**config.mk**
```make
export PLATFORM = sky130hd
export DESIGN_NAME = pipe_ctrl
export DESIGN_NICKNAME = d
export VERILOG_FILES = /design/src/rtl/pipe_ctrl.sv
export SDC_FILE = /design/constraint.sdc
export NUM_CORES = 1
export LEC_CHECK = 0
export CELL_PAD_IN_SITES_DETAIL_PLACEMENT = 1
export CELL_PAD_IN_SITES_GLOBAL_PLACEMENT = 2
export CORE_MARGIN = 2
export CORE_UTILIZATION = 25
export CTS_CLUSTER_SIZE = 12
export DETAILED_ROUTE_END_ITERATION = 10
export PLACE_DENSITY = 0.95
export SYNTH_ARGS = -nofsm -noshare
export SYNTH_HDL_FRONTEND = slang
export SYNTH_SLANG_ARGS = --single-unit
```
**constraint.sdc**
```tcl
create_clock -name CLK -period 6.4 [get_ports CLK]
set_input_delay 1.92 -clock CLK [delete_from_list [all_inputs] [get_ports CLK]]
set_output_delay 1.92 -clock CLK [all_outputs]
set_load 0.005 [all_outputs]
```
**src/rtl/pipe_ctrl.sv**
```systemverilog
// Central stall/flush/redirect controller for the 5-stage RV32I pipeline.
// Stage controls are combinational; the FSM, wait counter, error flag and stall counter are registered.
module pipe_ctrl #(
  parameter int unsigned TIMEOUT  = 256,
  parameter logic [31:0] TRAP_VEC = 32'h0000_0100
) (
  input  logic        CLK,
  input  logic        RST,
  input  logic [4:0]  D_REG_S1,
  input  logic [4:0]  D_REG_S2,
  input  logic        D_USES_S1,
  input  logic        D_USES_S2,
  input  logic        E_VALID,
  input  logic        E_IS_LOAD,
  input  logic [4:0]  E_REG_D,
  input  logic        E_BR_TAKEN,
  input  logic [31:0] E_BR_ADDR,
  input  logic        M_MEM_REQ,
  input  logic        M_MEM_READY,
  input  logic        HALT_REQ,
  output logic        F_STALL,
  output logic        D_STALL,
  output logic        E_STALL,
  output logic        M_STALL,
  output logic        W_STALL,
  output logic        F_FLUSH,
  output logic        D_FLUSH,
  output logic        E_FLUSH,
  output logic        M_FLUSH,
  output logic        W_FLUSH,
  output logic [31:0] NEW_PC,
  output logic        NEW_PC_VALID,
  output logic        HALTED,
  output logic        MEM_ERR,
  output logic [31:0] STALL_CNT
);

  localparam int unsigned CNT_W = 16;
  localparam logic [CNT_W-1:0] LAST_WAIT = CNT_W'(TIMEOUT - 1);

  typedef enum logic [1:0] {
    RUN     = 2'd0,
    MEMWAIT = 2'd1,
    HALT    = 2'd2,
    ERR     = 2'd3
  } state_e;

  state_e           state_q, state_d;
  logic [CNT_W-1:0] wcnt_q, wcnt_d;
  logic             mem_err_q, mem_err_d;
  logic [31:0]      stall_cnt_q, stall_cnt_d;

  logic        memwait, loaduse, br_taken;
  logic [4:0]  stall_c, flush_c;
  logic [31:0] new_pc_c;
  logic        new_pc_valid_c, halted_c;

  assign memwait  = M_MEM_REQ & ~M_MEM_READY;
  assign br_taken = E_BR_TAKEN & E_VALID;
  assign loaduse  = E_VALID & E_IS_LOAD & (E_REG_D != 5'd0) &
                    ((D_USES_S1 & (D_REG_S1 == E_REG_D)) |
                     (D_USES_S2 & (D_REG_S2 == E_REG_D)));

  // Next state and stage controls; vectors are ordered {F, D, E, M, W}
  always_comb begin
    state_d        = state_q;
    wcnt_d         = wcnt_q;
    stall_c        = 5'b00000;
    flush_c        = 5'b00000;
    new_pc_c       = 32'd0;
    new_pc_valid_c = 1'b0;
    halted_c       = 1'b0;

    case (state_q)
      RUN, MEMWAIT: begin
        if (memwait) begin
          stall_c = 5'b11110;
          flush_c = 5'b00001;
        end else if (br_taken) begin
          flush_c        = 5'b01100;
          new_pc_c       = E_BR_ADDR;
          new_pc_valid_c = 1'b1;
        end else if (loaduse) begin
          stall_c = 5'b11000;
          flush_c = 5'b00100;
        end

        if (state_q == RUN) begin
          if (memwait) begin
            state_d = MEMWAIT;
            wcnt_d  = CNT_W'(1);
          end else if (HALT_REQ && !br_taken) begin
            state_d = HALT;
          end
        end else begin
          if (!memwait) begin
            state_d = RUN;
            wcnt_d  = '0;
          end else if (wcnt_q == LAST_WAIT) begin
            state_d = ERR;
          end else begin
            wcnt_d = wcnt_q + CNT_W'(1);
          end
        end
      end
      HALT: begin
        stall_c  = 5'b11111;
        halted_c = HALT_REQ;
        if (!HALT_REQ) state_d = RUN;
      end
      ERR: begin
        flush_c        = 5'b11111;
        new_pc_c       = TRAP_VEC;
        new_pc_valid_c = 1'b1;
        wcnt_d         = '0;
        state_d        = RUN;
      end
      default: state_d = RUN;
    endcase

    // Everything toward the pipeline is quiet while reset is held
    if (RST) begin
      stall_c        = 5'b00000;
      flush_c        = 5'b00000;
      new_pc_c       = 32'd0;
      new_pc_valid_c = 1'b0;
      halted_c       = 1'b0;
    end

    mem_err_d   = mem_err_q | (state_q == ERR);
    stall_cnt_d = stall_c[4] ? stall_cnt_q + 32'd1 : stall_cnt_q;
  end

  always_ff @(posedge CLK) begin
    if (RST) begin
      state_q     <= RUN;
      wcnt_q      <= '0;
      mem_err_q   <= 1'b0;
      stall_cnt_q <= 32'd0;
    end else begin
      state_q     <= state_d;
      wcnt_q      <= wcnt_d;
      mem_err_q   <= mem_err_d;
      stall_cnt_q <= stall_cnt_d;
    end
  end

  assign {F_STALL, D_STALL, E_STALL, M_STALL, W_STALL} = stall_c;
  assign {F_FLUSH, D_FLUSH, E_FLUSH, M_FLUSH, W_FLUSH} = flush_c;
  assign NEW_PC       = new_pc_c;
  assign NEW_PC_VALID = new_pc_valid_c;
  assign HALTED       = halted_c;
  assign MEM_ERR      = mem_err_q;
  assign STALL_CNT    = stall_cnt_q;

endmodule

```
==> impl_metrics.prom, run 1 <==
# TYPE chip_impl_metric gauge
chip_impl_info{name="category_of_the_critical_setup_timing_path",value="input port to primary output"} 1
chip_impl_metric{name="final_layout_size_suffix_gt1_share",unit="%"} 4.09
chip_impl_metric{name="maximum_root_to_sink_buffer_count",unit=""} 2
chip_impl_metric{name="postCtsSetupRepairBufs",unit=""} 0
chip_impl_info{name="critPathLaunchType",value="input port"} 1
chip_impl_metric{name="cts_inserted_buffers",unit=""} 5
chip_impl_info{name="netlist.top_cell.by_area",value="sky130_fd_sc_hd__dfxtp_1"} 1
chip_impl_info{name="netlist_top_cells_area",value="sky130_fd_sc_hd__dfxtp_1 (33%), sky130_fd_sc_hd__and2_1 (7.3%), sky130_fd_sc_hd__a21oi_1 (6.0%)"} 1
chip_impl_info{name="outcome",value="completed"} 1
chip_impl_metric{name="share_of_synthesized_area_occupied_by_flip_flops_and_latches",unit="%"} 33.0
chip_impl_metric{name="report.final.hold_viol_count",unit=""} 0
chip_impl_metric{name="grt_remaining_overflow",unit=""} 0
chip_impl_metric{name="post_dp_hpwl",unit="mm"} 8.14
chip_impl_metric{name="worstPathMaxFanout",unit=""} 3
chip_impl_metric{name="timing.reg2reg.worst_path_depth",unit=""} 5
chip_impl_metric{name="detailroute.via_count",unit=""} 3394
chip_impl_metric{name="postSynthRegisterBits",unit=""} 51
chip_impl_metric{name="tightest_slew",unit="ns"} 0.784
chip_impl_metric{name="postSynth.asyncResetShare",unit="%"} 0
chip_impl_info{name="clock-root-buffer",value="sky130_fd_sc_hd__clkbuf_16"} 1
chip_impl_metric{name="synthDominantCellAreaShare",unit="%"} 33.0
chip_impl_metric{name="fmaxAchievable",unit="MHz"} 167
chip_impl_info{name="synth_flop_cell",value="sky130_fd_sc_hd__dfxtp_1"} 1
chip_impl_metric{name="placeable_core_region",unit="µm²"} 12100
chip_impl_metric{name="insertedDiodeCount",unit=""} 0
chip_impl_metric{name="final.hold.worst_slack",unit="ns"} 0.483
chip_impl_metric{name="placementRows",unit=""} 40
chip_impl_metric{name="synth-edff-count",unit=""} 0
chip_impl_metric{name="number_of_port_buffers",unit=""} 133
chip_impl_info{name="rsz_0062_raised_after_global_routing",value="no"} 1
chip_impl_metric{name="effective_utilization_at_floorplan",unit="%"} 25.7
chip_impl_metric{name="drt.antenna.violating_nets",unit=""} 0
chip_impl_metric{name="fill_cells",unit=""} 1440
chip_impl_metric{name="antenna_found_initial",unit=""} 0
chip_impl_metric{name="period_share",unit="%"} 93.3
chip_impl_metric{name="worst-r2r-setup-slack",unit="ns"} 3.92
chip_impl_metric{name="fin_worst_skew",unit="ns"} 0.0103
chip_impl_metric{name="number_of_i_o_pins",unit=""} 134
chip_impl_metric{name="report.power.total",unit="mW"} 0.983
chip_impl_metric{name="postCtsResizedCells",unit=""} 0
chip_impl_metric{name="avgSynthCellArea",unit="µm²"} 7.83
chip_impl_metric{name="detail_route.iter0.violations",unit=""} 177
chip_impl_info{name="tritoncts",value="yes"} 1
chip_impl_metric{name="cts_num_sinks",unit=""} 51
chip_impl_metric{name="drc_errors",unit=""} 0
chip_impl_metric{name="final.min_clock_period",unit="ns"} 5.97
chip_impl_metric{name="max_cap_violations",unit=""} 0
chip_impl_info{name="min_path_type",value="register to register"} 1
chip_impl_metric{name="grt_util_all_layers",unit="%"} 16.2
chip_impl_metric{name="routed_wire_length_per_instance",unit="µm"} 15.4
chip_impl_metric{name="drt-vias-per-instance",unit=""} 4.98
chip_impl_metric{name="multi_input_area",unit="µm²"} 1880
chip_impl_metric{name="area_growth_syn_to_layout",unit="%"} 50.8
chip_impl_metric{name="syn_inst",unit=""} 395
chip_impl_info{name="synth.top_cells.by_count",value="sky130_fd_sc_hd__dfxtp_1 (51), sky130_fd_sc_hd__a21oi_1 (37), sky130_fd_sc_hd__and2_1 (36)"} 1
chip_impl_metric{name="setup_viol",unit=""} 0
chip_impl_metric{name="sequential_area",unit="µm²"} 1020
chip_impl_metric{name="grt_pass1_wl",unit="mm"} 17.3
chip_impl_metric{name="grt_pass1_vias",unit=""} 3525
chip_impl_metric{name="cts_htree_levels",unit=""} 2
chip_impl_metric{name="die_area",unit="µm²"} 13300
chip_impl_metric{name="finalWeightedCongestion",unit=""} 0.783
chip_impl_info{name="critical_path.endpoint_type",value="primary output"} 1
chip_impl_metric{name="final_net_count",unit=""} 573
chip_impl_metric{name="grt_start_max_net_pins",unit=""} 63
chip_impl_metric{name="slew_headroom",unit="%"} 47.7
chip_impl_info{name="yosys.cell_count.top_type",value="sky130_fd_sc_hd__dfxtp_1"} 1
chip_impl_metric{name="tns",unit="ns"} 0
chip_impl_metric{name="max_slew_violation_total_from_the_final_report",unit=""} 0
chip_impl_metric{name="power.static_leakage",unit="nW"} 1.52
chip_impl_metric{name="synthesis.area",unit="µm²"} 3090
chip_impl_metric{name="post-route-cell-area",unit="µm²"} 4670
chip_impl_metric{name="power.ir.vdd_worst",unit="V"} 0.0000900
chip_impl_metric{name="dpl_cell_area",unit="µm²"} 4500
chip_impl_metric{name="synthesis.nets",unit=""} 456
chip_impl_metric{name="die_boundary_width",unit="µm"} 115
chip_impl_info{name="regToRegEndpoint",value="STALL_CNT[15]"} 1
chip_impl_metric{name="drt_wl_total",unit="mm"} 10.5
chip_impl_metric{name="first_pass_iters",unit=""} 6
chip_impl_metric{name="hold_buffers",unit=""} 0
chip_impl_metric{name="worst_ep_required_time",unit="ns"} 4.48
chip_impl_metric{name="yosys_warnings",unit=""} 0
chip_impl_metric{name="clk_latency",unit="ns"} 0.30
chip_impl_info{name="worst_setup_path_endpoint",value="E_FLUSH"} 1
chip_impl_metric{name="clkSlewWorstSetupHoldPaths",unit="ns"} 0.07
chip_impl_metric{name="netlist-cell-type-count",unit=""} 47
chip_impl_metric{name="die_height",unit="µm"} 115
chip_impl_metric{name="worstPathArrival",unit="ns"} 4.05
chip_impl_info{name="crit_path_start",value="E_REG_D[3]"} 1
chip_impl_metric{name="power.density",unit="nW/µm²"} 211
chip_impl_info{name="r2r_start",value="STALL_CNT[2]"} 1
-- worst max-delay path: stages --
cell and delay, ns:
sky130_fd_sc_hd__clkdlybuf4s50_1 0.55, sky130_fd_sc_hd__xnor2_1 0.14, sky130_fd_sc_hd__nand4_1 0.12, sky130_fd_sc_hd__o22ai_2 0.25
sky130_fd_sc_hd__nand2_1 0.09, sky130_fd_sc_hd__o41ai_1 0.37, sky130_fd_sc_hd__clkdlybuf4s50_1 0.60
-- per-stage QoR --
stage | util, % | std cells | setup WS (ns)
detailed placement | 37.3 | 673 | 0.421
global route | 38.7 | 681 | 0.275
finish | 38.7 | 681 | 0.427
global placement | 37.3 | 673 | 0.471
CTS | 38.7 | 681 | 0.421
floorplan | - | 395 | 1.12
-- state kept, by name, indices dropped and copies added, names as in the netlist --
| name | cells |
|---|---|
| STALL_CNT | 32 |
| wcnt_q | 16 |
| state_q | 2 |
| MEM_ERR | 1 |
-- power breakdown --
group	switching, mW	internal [mW]	total, mW
clock network	0.130	0.186	0.316
registers	0.0225	0.330	0.353
logic	0.174	0.139	0.314
-- logic make-up (layout without fill, tap and decap cells) --
logic type,Yosys count,after routing,share of synthesized area [%]
buffers and inverters,35,153,6.31
xor gates and xnor gates,20,20,5.66
adders and majority gates,4,4,1.62
AOI/OAI and AO/OA,89,89,17.8
muxes,2,2,0.647
and+or+nand+nor,194,194,34.9
DFF,51,51,33.0
-- routing by layer --
layer / vias up / part of all wire [%] / global-route usage, %
li1: 1665 / - / -
met1: 1590 / 41 / 18.1
met2: 119 / 50 / 29.5
met4: 0 / 2.3 / 5.78
met5: - / 0 / 0
met3: 20 / 6.9 / 4.43
-- worst min path at each step --
stage	from	cells past startpoint	to	slack, ns
detailed placement	MEM_ERR	2	MEM_ERR	0.48
floorplan	wcnt_q[1]	2	wcnt_q[1]	0.45
global placement	wcnt_q[1]	2	wcnt_q[1]	0.46
global route	STALL_CNT[31]	2	STALL_CNT[31]	0.52
CTS	STALL_CNT[31]	2	STALL_CNT[31]	0.49
finish	STALL_CNT[31]	2	STALL_CNT[31]	0.48
-- cell usage in the layout, fill, tap and decap left out, types with 2 or more instances in the layout --
cell / instances
sky130_fd_sc_hd__or4_1: 15
sky130_fd_sc_hd__o41ai_1: 2
sky130_fd_sc_hd__buf_4: 4
sky130_fd_sc_hd__o21ai_0: 13
sky130_fd_sc_hd__nor4_1: 3
sky130_fd_sc_hd__o21ai_1: 9
sky130_fd_sc_hd__ha_1: 4
sky130_fd_sc_hd__nand4_1: 19
sky130_fd_sc_hd__a21o_1: 2
sky130_fd_sc_hd__nor2_1: 34
sky130_fd_sc_hd__nand3_1: 18
sky130_fd_sc_hd__and3_1: 6
sky130_fd_sc_hd__a21oi_1: 37
sky130_fd_sc_hd__inv_1: 8
sky130_fd_sc_hd__xnor2_1: 15
sky130_fd_sc_hd__a211oi_1: 2
sky130_fd_sc_hd__o31ai_1: 14
sky130_fd_sc_hd__clkbuf_16: 5
sky130_fd_sc_hd__nor3_1: 7
sky130_fd_sc_hd__clkdlybuf4s50_1: 132
sky130_fd_sc_hd__nor2b_1: 3
sky130_fd_sc_hd__o21ba_2: 2
sky130_fd_sc_hd__and2_1: 36
sky130_fd_sc_hd__nand2b_1: 2
sky130_fd_sc_hd__dfxtp_1: 51
sky130_fd_sc_hd__xor2_1: 5
sky130_fd_sc_hd__or3_1: 15
sky130_fd_sc_hd__and4_1: 4
sky130_fd_sc_hd__nand2_1: 26
sky130_fd_sc_hd__mux2i_1: 2
-- cell type report --
type / count / share of cell area (%)
flip-flops and latches: 51 / 21.9
well taps: 168 / 4.50
multi-input cells: 309 / 40.2
clock buffers: 5 / 2.68
clock inverters: 3 / 0.992
inverters: 8 / 0.643
repair buffers: 137 / 29.1
No activity file was read; power rests on OpenSTA's default activity.
==> run 2, diff against run 1 <==
Settings changed: MAX_ROUTING_LAYER set to met4.
Clock period 6.4 ns to 7.6 ns, I/O delays scaled along.
==> run 2 against run 1 <==
Net effect:
- total power down 19%
- first-iteration DRC count up 3.4%
- count of clock-buffer cells in the layout unchanged
- clock power down 25%
- critical path depth up 2
- register-to-register slack better by 1.2 ns
- global-route usage up 0.33 points
- hold slack better by 0.0034 ns
- critical endpoint is now NEW_PC[13]
==> impl_metrics.prom, run 2 (synthesis results as in run 1) <==
# TYPE chip_impl_metric gauge
chip_impl_metric{name="routed_wire_length_per_instance",unit="µm"} 15.5
chip_impl_info{name="min_path_type",value="register to register"} 1
chip_impl_metric{name="insertedDiodeCount",unit=""} 0
chip_impl_info{name="r2r_start",value="STALL_CNT[2]"} 1
chip_impl_metric{name="cts_num_sinks",unit=""} 51
chip_impl_metric{name="worst_ep_required_time",unit="ns"} 5.32
chip_impl_metric{name="power.density",unit="nW/µm²"} 172
chip_impl_metric{name="max_cap_violations",unit=""} 0
chip_impl_metric{name="timing.reg2reg.worst_path_depth",unit=""} 5
chip_impl_metric{name="first_pass_iters",unit=""} 4
chip_impl_metric{name="fmaxAchievable",unit="MHz"} 150
chip_impl_info{name="regToRegEndpoint",value="STALL_CNT[15]"} 1
chip_impl_info{name="category_of_the_critical_setup_timing_path",value="input port to primary output"} 1
chip_impl_metric{name="postCtsResizedCells",unit=""} 0
chip_impl_metric{name="worstPathMaxFanout",unit=""} 31
chip_impl_metric{name="maximum_root_to_sink_buffer_count",unit=""} 2
chip_impl_metric{name="power.static_leakage",unit="nW"} 1.51
chip_impl_metric{name="use_met3",unit="%"} 3.95
chip_impl_metric{name="worst-r2r-setup-slack",unit="ns"} 5.11
chip_impl_metric{name="report.final.hold_viol_count",unit=""} 0
chip_impl_metric{name="cts_inserted_buffers",unit=""} 5
chip_impl_metric{name="timing.critical_path.buf_inv",unit=""} 4
chip_impl_metric{name="tightest_slew",unit="ns"} 0.974
chip_impl_metric{name="final_net_count",unit=""} 571
chip_impl_metric{name="cts_htree_levels",unit=""} 2
chip_impl_metric{name="post_dp_hpwl",unit="mm"} 8.20
chip_impl_metric{name="final.min_clock_period",unit="ns"} 6.66
chip_impl_metric{name="grt_pass1_wl",unit="mm"} 17.0
chip_impl_metric{name="tns",unit="ns"} 0
chip_impl_metric{name="worstPathArrival",unit="ns"} 4.38
chip_impl_metric{name="final_layout_size_suffix_gt1_share",unit="%"} 3.91
chip_impl_metric{name="largest_register_ff_count",unit=""} 32
chip_impl_metric{name="setup_viol",unit=""} 0
chip_impl_metric{name="number_of_i_o_pins",unit=""} 134
chip_impl_metric{name="grt_remaining_overflow",unit=""} 0
chip_impl_metric{name="slew_headroom",unit="%"} 35.0
chip_impl_metric{name="antenna_found_initial",unit=""} 0
chip_impl_info{name="outcome",value="completed"} 1
chip_impl_metric{name="grt.met2_usage",unit="%"} 30.9
chip_impl_metric{name="fin_worst_skew",unit="ns"} 0.0106
chip_impl_metric{name="timing.critical_path.slowest_cell_delay",unit="ns"} 0.52
chip_impl_info{name="tritoncts",value="yes"} 1
chip_impl_metric{name="effective_utilization_at_floorplan",unit="%"} 25.7
chip_impl_metric{name="drt-vias-per-instance",unit=""} 4.96
chip_impl_info{name="hp-start",value="wcnt_q[1]"} 1
chip_impl_metric{name="detailroute.via_count",unit=""} 3366
chip_impl_info{name="critical_path.endpoint_type",value="primary output"} 1
chip_impl_metric{name="grt_pass1_vias",unit=""} 3585
chip_impl_metric{name="clkSlewWorstSetupHoldPaths",unit="ns"} 0.07
chip_impl_metric{name="worst_hold_path.num_cells",unit=""} 2
chip_impl_metric{name="fill_cells",unit=""} 1466
chip_impl_metric{name="detail_route.iter0.violations",unit=""} 183
chip_impl_metric{name="die_area",unit="µm²"} 13300
chip_impl_info{name="mostFrequentLayoutCells",value="sky130_fd_sc_hd__clkdlybuf4s50_1 (132), sky130_fd_sc_hd__dfxtp_1 (51), sky130_fd_sc_hd__a21oi_1 (37)"} 1
chip_impl_metric{name="number_of_port_buffers",unit=""} 133
chip_impl_metric{name="placeable_core_region",unit="µm²"} 12100
chip_impl_metric{name="finalWeightedCongestion",unit=""} 0.815
chip_impl_metric{name="die_height",unit="µm"} 115
chip_impl_info{name="critPathSlowestCell",value="sky130_fd_sc_hd__clkdlybuf4s50_1"} 1
chip_impl_metric{name="report.power.total",unit="mW"} 0.796
chip_impl_metric{name="grt_start_max_net_pins",unit=""} 63
chip_impl_metric{name="drt.antenna.violating_nets",unit=""} 0
chip_impl_metric{name="drc_errors",unit=""} 0
chip_impl_metric{name="hold_buffers",unit=""} 0
chip_impl_metric{name="grt_util_all_layers",unit="%"} 16.6
chip_impl_info{name="globalRoute.busiestLayer",value="met2"} 1
chip_impl_metric{name="met1_usage",unit="%"} 17.5
chip_impl_info{name="path_cells",value="clkdlybuf4s50_1 -> nand2b_1 -> inv_1 -> nor2_1 -> nand3_1 -> nor2_1 -> buf_4 -> and2_1 -> clkdlybuf4s50_1"} 1
chip_impl_metric{name="drt_wl_total",unit="mm"} 10.5
chip_impl_metric{name="die_boundary_width",unit="µm"} 115
chip_impl_info{name="critPathLaunchType",value="input port"} 1
chip_impl_metric{name="clk_latency",unit="ns"} 0.30
chip_impl_info{name="clock-root-buffer",value="sky130_fd_sc_hd__clkbuf_16"} 1
chip_impl_info{name="rsz_0062_raised_after_global_routing",value="no"} 1
chip_impl_metric{name="worst-path-stages",unit=""} 9
chip_impl_info{name="crit_path_leading_delay_family",value="buffers and inverters"} 1
chip_impl_metric{name="period_share",unit="%"} 87.6
chip_impl_info{name="most_common_cell_after_layout_fill_and_taps_aside",value="sky130_fd_sc_hd__clkdlybuf4s50_1"} 1
chip_impl_metric{name="max_slew_violation_total_from_the_final_report",unit=""} 0
chip_impl_metric{name="placementRows",unit=""} 40
chip_impl_metric{name="postCtsSetupRepairBufs",unit=""} 0
chip_impl_metric{name="area_growth_syn_to_layout",unit="%"} 49.9
chip_impl_info{name="timing.hold.worst_endpoint",value="wcnt_q[1]"} 1
chip_impl_metric{name="power.ir.vdd_worst",unit="V"} 0.0000907
-- run 2: where the power goes --
group          switching, mW  total [mW]  internal [mW]  leakage, nW
Sequential            0.0199       0.298          0.278        0.412
Clock                  0.111       0.237          0.125       0.0748
Combinational          0.147       0.262          0.115         1.02
Total                  0.278       0.796          0.518         1.51
-- run 2: how the worst max path moves through the flow --
stage	from	to	slack, ns
after CTS	M_MEM_READY	NEW_PC[20]	0.91
after global placement	M_MEM_READY	NEW_PC[20]	0.96
after global routing	M_MEM_READY	NEW_PC[18]	0.75
after floorplan	E_REG_D[0]	F_STALL	1.60
final	M_MEM_READY	NEW_PC[13]	0.94
after detailed placement	M_MEM_READY	NEW_PC[20]	0.92
-- run 2: cell type report --
| class | instances | area [µm²] | area share (%) |
|---|---|---|---|
| clock buffer | 5 | 125 | 2.70 |
| clock inverter | 3 | 26.3 | 0.567 |
| inverter | 8 | 30.0 | 0.648 |
| multi-input combinational | 309 | 1880 | 40.6 |
| sequential | 51 | 1020 | 22.0 |
| tap | 168 | 210 | 4.53 |
| timing repair buffer | 135 | 1340 | 28.9 |
-- run 2: through the flow --
stage          hold WS (ns)  utilization [%]  worst slack [ns]  area [µm²]  std cells
4_1_cts               0.495             38.4             0.907        4630        679
3_5_place_dp          0.478             37.1             0.916        4480        671
3_3_place_gp          0.461             37.1             0.955        4480        671
6_report              0.486             38.4             0.941        4640        679
5_1_grt               0.521             38.4             0.751        4640        679
2_1_floorplan         0.454                -              1.60        3090        395
-- run 2: worst register-to-register path, stage by stage, from the launching register on --
cell                      delay, ns
sky130_fd_sc_hd__dfxtp_1       0.57
sky130_fd_sc_hd__and2_0        0.69
sky130_fd_sc_hd__and2_1        0.45
sky130_fd_sc_hd__nand4_1       0.16
sky130_fd_sc_hd__or4_1         0.42
sky130_fd_sc_hd__a21oi_1       0.14
-- run 2: layer usage --
metal,routed length [µm],vias to the layer above
li1,-,1655
met1,4390,1584
met2,5400,114
met3,575,13
met4,155,0
met5,0,-
